==> src/rtl/addsub16_nibble_seq_pkg.sv <==
// Shared constants and types for the nibble-serial 16-bit adder/subtractor.
// The control struct bundles FSM state, nibble index and carry so they can be probed as one item.
package addsub16_nibble_seq_pkg;

  localparam int WIDTH = 16;
  localparam int NIB   = 4;
  localparam int NPASS = WIDTH / NIB;

  typedef enum logic [1:0] {
    IDLE = 2'd0,
    RUN  = 2'd1,
    DONE = 2'd2
  } state_t;

  typedef struct packed {
    state_t     state;
    logic [1:0] idx;
    logic       carry;
  } ctl_t;

  localparam logic [1:0] LAST_IDX = 2'(NPASS - 1);

endpackage

==> src/rtl/fullAddSub_mux_4b.sv <==
// 4-bit add/sub slice: B is muxed between true and inverted form, then added with carry-in.
// Subtract needs the caller to supply c_in = 1 for the two's-complement +1.
module fullAddSub_mux_4b (
  input  logic [3:0] inA,
  input  logic [3:0] inB,
  input  logic       c_in,
  input  logic       add_sub_sel,
  output logic [3:0] out,
  output logic       c_out
);

  logic [3:0] b_eff;
  logic [4:0] sum;

  assign b_eff = add_sub_sel ? ~inB : inB;
  assign sum   = {1'b0, inA} + {1'b0, b_eff} + {4'b0000, c_in};
  assign out   = sum[3:0];
  assign c_out = sum[4];

endmodule

==> src/rtl/addsub16_nibble_seq.sv <==
// Nibble-serial 16-bit add/sub: one 4-bit slice reused over four clocks, LSB nibble first.
// Carry is registered between passes; result, carry-out and signed overflow finish in DONE.
module addsub16_nibble_seq
  import addsub16_nibble_seq_pkg::*;
(
  input  logic             clk,
  input  logic             rst,
  input  logic             start,
  input  logic [WIDTH-1:0] inA,
  input  logic [WIDTH-1:0] inB,
  input  logic             add_sub_sel,
  output logic             busy,
  output logic             done,
  output logic [WIDTH-1:0] out,
  output logic             c_out,
  output logic             ovf
);

  ctl_t ctl_q, ctl_d;
  logic accept;

  logic [WIDTH-1:0] a_q, b_q, res_q;
  logic             sel_q;
  logic             c_out_q, ovf_q;

  logic [3:0]     nib_base;
  logic [NIB-1:0] slice_a, slice_b, slice_out;
  logic           slice_c;
  logic           run, last_pass, ovf_calc;

  assign run       = (ctl_q.state == RUN);
  assign last_pass = run && (ctl_q.idx == LAST_IDX);
  assign nib_base  = {ctl_q.idx, 2'b00};
  assign slice_a   = a_q[nib_base +: NIB];
  assign slice_b   = b_q[nib_base +: NIB];

  fullAddSub_mux_4b u_slice (
    .inA         (slice_a),
    .inB         (slice_b),
    .c_in        (ctl_q.carry),
    .add_sub_sel (sel_q),
    .out         (slice_out),
    .c_out       (slice_c)
  );

  // On the last pass the slice's MSB is the result sign bit R[15].
  always_comb begin
    ovf_calc = 1'b0;
    if (sel_q) ovf_calc = (a_q[WIDTH-1] != b_q[WIDTH-1]) && (slice_out[NIB-1] != a_q[WIDTH-1]);
    else       ovf_calc = (a_q[WIDTH-1] == b_q[WIDTH-1]) && (slice_out[NIB-1] != a_q[WIDTH-1]);
  end

  always_ff @(posedge clk) begin
    if (rst) begin
      ctl_q <= '{state: IDLE, idx: 2'd0, carry: 1'b0};
    end else begin
      ctl_q <= ctl_d;
    end
  end

  always_comb begin
    ctl_d  = ctl_q;
    accept = 1'b0;
    case (ctl_q.state)
      IDLE: begin
        if (start) accept = 1'b1;
      end
      RUN: begin
        ctl_d.idx   = ctl_q.idx + 2'd1;
        ctl_d.carry = slice_c;
        if (ctl_q.idx == LAST_IDX) ctl_d.state = DONE;
      end
      DONE: begin
        if (start) accept = 1'b1;
        else       ctl_d.state = IDLE;
      end
      default: ctl_d.state = IDLE;
    endcase
    // The carry seeds with the select so subtract gets its +1.
    if (accept) begin
      ctl_d.state = RUN;
      ctl_d.idx   = 2'd0;
      ctl_d.carry = add_sub_sel;
    end
  end

  always_ff @(posedge clk) begin
    if (rst) begin
      a_q     <= '0;
      b_q     <= '0;
      sel_q   <= 1'b0;
      res_q   <= '0;
      c_out_q <= 1'b0;
      ovf_q   <= 1'b0;
    end else begin
      if (accept) begin
        a_q   <= inA;
        b_q   <= inB;
        sel_q <= add_sub_sel;
      end
      if (run) res_q[nib_base +: NIB] <= slice_out;
      if (last_pass) begin
        c_out_q <= slice_c;
        ovf_q   <= ovf_calc;
      end
    end
  end

  assign busy  = run;
  assign done  = (ctl_q.state == DONE);
  assign out   = res_q;
  assign c_out = c_out_q;
  assign ovf   = ovf_q;

endmodule

==> config.mk <==
export PLATFORM = sky130hd
export DESIGN_NAME = addsub16_nibble_seq
export DESIGN_NICKNAME = d
export VERILOG_FILES = /design/src/rtl/addsub16_nibble_seq_pkg.sv /design/src/rtl/fullAddSub_mux_4b.sv /design/src/rtl/addsub16_nibble_seq.sv
export SDC_FILE = /design/constraint.sdc
export NUM_CORES = 1
export LEC_CHECK = 0
export BUFFER_PORTS_ARGS = -buffer_cell sky130_fd_sc_hd__buf_2
export CAP_MARGIN = 10
export CORE_ASPECT_RATIO = 0.6
export CORE_MARGIN = 8
export CORE_UTILIZATION = 60
export CTS_BUF_LIST = sky130_fd_sc_hd__clkbuf_4
export DETAILED_ROUTE_END_ITERATION = 8
export PLACE_DENSITY = 0.87
export SYNTH_ARGS = -nofsm -noshare
export SYNTH_HDL_FRONTEND = slang
export SYNTH_SLANG_ARGS = --single-unit
==> constraint.sdc <==
create_clock -name clk -period 7.41 [get_ports clk]
set_clock_uncertainty 0.05 [all_clocks]
set_input_delay 0.3705 -clock clk [delete_from_list [all_inputs] [get_ports clk]]
set_output_delay 0.3705 -clock clk [all_outputs]
set_load 0.02 [all_outputs]
==> results.md <==
* Status: finished, final reports clean
* ANT cells at 0
* Post-CTS Hold Buffers at 0
* Clk sinks at 56
* Area growth from synthesis to layout at 14.66%
* Hold Fails Final Rpt at 0
* Hold Crit Class: input pin to flip-flop
* Max stage delay cell, worst path: dfxtp_1
* Clock period minus worst slack at between 3000 and 4000 ps
* Post-Syn Nets at 328
* Syn_area_per_cell at slightly below 9 sq um
* Slew @ Worst Pin at a little under 1000 ps
* Vias in the first global route at between 2000 and 2500
* Clock slew at reported path FFs at around 150 ps
* RSZ-0062 raised after global routing: false
* Share of flip-flops with an asynchronous set or reset at 0
* Most frequent cells in the layout: nand2_1, dfxtp_1, buf_2
* Crit. End Element: flip-flop
* Clock Tree Root: clkbuf_4
* Mapped Cells at 281
* Synth Warn # at 0
* Worst-Skew Late Latency at around 380 ps
* DIE HEIGHT at ~66 microns
* Reg2reg start: ctl_q[1]$_SDFFE_PP0P_
* DR WL/cell at ~15 microns
* Slowest stage delay, CP at between 800 and 900 ps
* Post-synthesis sequential area ratio at 0.4546
* Crit-path max FO at 16
* Row count at 18
* FF+latch count, synth at 56
* Die span in x at roughly 100 microns
* Final number of max-transition violations at 0
* I/O pin count at 56
* Synth cell types at 34
* Post-synth EDFFs at 0
* Design area at ~0.0028 sq mm
* Power Density at 205.9 mW/mm^2
* Remaining Overflow, GRT at 0
* Via/cell ratio at around 5.5
* Pre-antenna DRT Iters at 4
* Peak supply drop at approximately 0.13 mV
* Crit Path Class: flip-flop to flip-flop
* Die area at ~0.0065 sq mm
* Fillers at roughly 330
* Leak at around 1.2 nW
* Final nets at approximately 370
* Cell Area, Synth at around 0.0025 sq mm
* First DRT Iteration DRCs at ~170
* Slew headroom at 0.3413
* Worst path required time at between 7000 and 8000 ps
* Initial antenna violation count at 0
* Primary FF master, synth: dfxtp_1
* CP Cell Sequence: mux4_2 > xor2_1 > ha_1 > and3b_1 > o21ai_0 > nand3_1 > a311oi_2
* HP Start: inB[5]
* Initial Utilization at 0.6117
* Htree depth at 2
* Layout cell share with drive strength beyond 1 at 0.2317
* Final setup violation count at 0
* Cts bufs inserted at 5
* CTS tree: built
* Post_cts resized at 0
* Total number of vias at between 2000 and 2500
* CTS max path bufs at 2
* Total GRT Usage at 0.1856
* First-pass GRT wire length at a little under 10 mm
* Final period util at 0.4508
* Post-DP HPWL at between 4 and 5 mm
* Core area at ~0.0040 sq mm
* Max cap viols at 0
* Total wire length at around 5.6 mm
* # Post-CTS Setup Buffers at 0
* Area after DPL at roughly 0.0027 sq mm
* Antenna-violating nets left at 0
* Max Fclk at between 200 and 300 MHz
* Setup TNS at 0 ps
* Crit path launch type: flip-flop
* GPL Wtd Cong at approximately 0.89
* Crit path DAT at 3580 ps
* Port Buffers at 55
* Critical Path Start: ctl_q[1]$_SDFFE_PP0P_
* Commonest non-fill, non-tap cell in the layout: nand2_1
* Pin count of the biggest net entering global routing at 57
* Residual DRC at 0
[registers in the layout, indices dropped and copies added, names as in the netlist]
name / count
a_q: 16
b_q: 16
c_out: 1
ctl_q: 5
out: 16
ovf: 1
sel_q: 1
[worst paths after layout]
path	endpoint	slack (ps)	depth (start not counted)
setup / recovery	ovf$_SDFFE_PP0P_	4070	7
hold reg to reg	a_q[13]$_SDFFE_PP0P_	420	2
hold / removal	b_q[5]$_SDFFE_PP0P_	160	3
setup reg to reg	ovf$_SDFFE_PP0P_	4070	7
[routing by layer]
layer,part of all wire,track usage
met3,0.075,0.04847
met4,0.0060,0.06641
met5,0,0
met1,0.46,0.2410
met2,0.46,0.2940
[power breakdown]
group	switching [mW]	internal, mW
sequential	0.0117	0.315
clock	0.0914	0.0746
combinational	0.0536	0.0358
[layout make-up]
class                      count  area, sq um  area share
multi-input combinational    198         1240      0.4385
sequential                    56         1121      0.3965
timing repair buffer          57        290.3      0.1027
tap                           50        62.56     0.02212
clock buffer                   6        45.04     0.01593
clock inverter                 2        35.03     0.01239
inverter                       9        33.78     0.01195
[kinds of logic after synthesis]
group	Yosys count	share of synthesized area
adder cells (fa/ha/maj)	11	0.06190
multiplexers	8	0.07306
buffers and inverters	27	0.04363
AND/OR/NAND/NOR	114	0.1974
XOR/XNOR	7	0.02486
flip-flops	56	0.4546
AO/OA/AOI/OAI	58	0.1446
[synth_stat cells, drive strengths merged, types with 3 or more instances]
| master | instances | area share |
|---|---|---|
| a21oi | 34 | 0.069 |
| a22oi | 12 | 0.037 |
| a32oi | 4 | 0.014 |
| buf | 3 | 0.0071 |
| clkbuf | 15 | 0.023 |
| dfxtp | 56 | 0.45 |
| ha | 9 | 0.046 |
| inv | 8 | 0.012 |
| mux4 | 8 | 0.073 |
| nand2 | 71 | 0.11 |
| nor2 | 24 | 0.037 |
| nor2b | 4 | 0.010 |
| xnor2 | 3 | 0.011 |
| xor2 | 4 | 0.014 |
[metrics by stage]
| step | setup slack [ps] | hold slack, ps | util | total power [mW] | std cells |
|---|---|---|---|---|---|
| after floorplan | 4642 | 383.1 | - | 0.3935 | 281 |
| after global placement | 4181 | 391.4 | 0.6816 | 0.4186 | 370 |
| after detailed placement | 4085 | 398.3 | 0.6816 | 0.4216 | 370 |
| after CTS | 4049 | 151.3 | 0.7014 | 0.5831 | 378 |
| after global routing | 3843 | 144.2 | 0.7014 | 0.6109 | 378 |
| final | 4070 | 157.8 | 0.7014 | 0.5821 | 378 |
[worst max-delay path: cells and delay by family, from the launching register on]
kind | cells | cell delay [ps]
multiplexers | 1 | 600
AND/OR/NAND/NOR | 2 | 400
XOR/XNOR | 1 | 160
adder cells (fa/ha/maj) | 1 | 330
flip-flops | 1 | 870
AO/OA/AOI/OAI | 2 | 840
(Power assumes the default switching activity.)
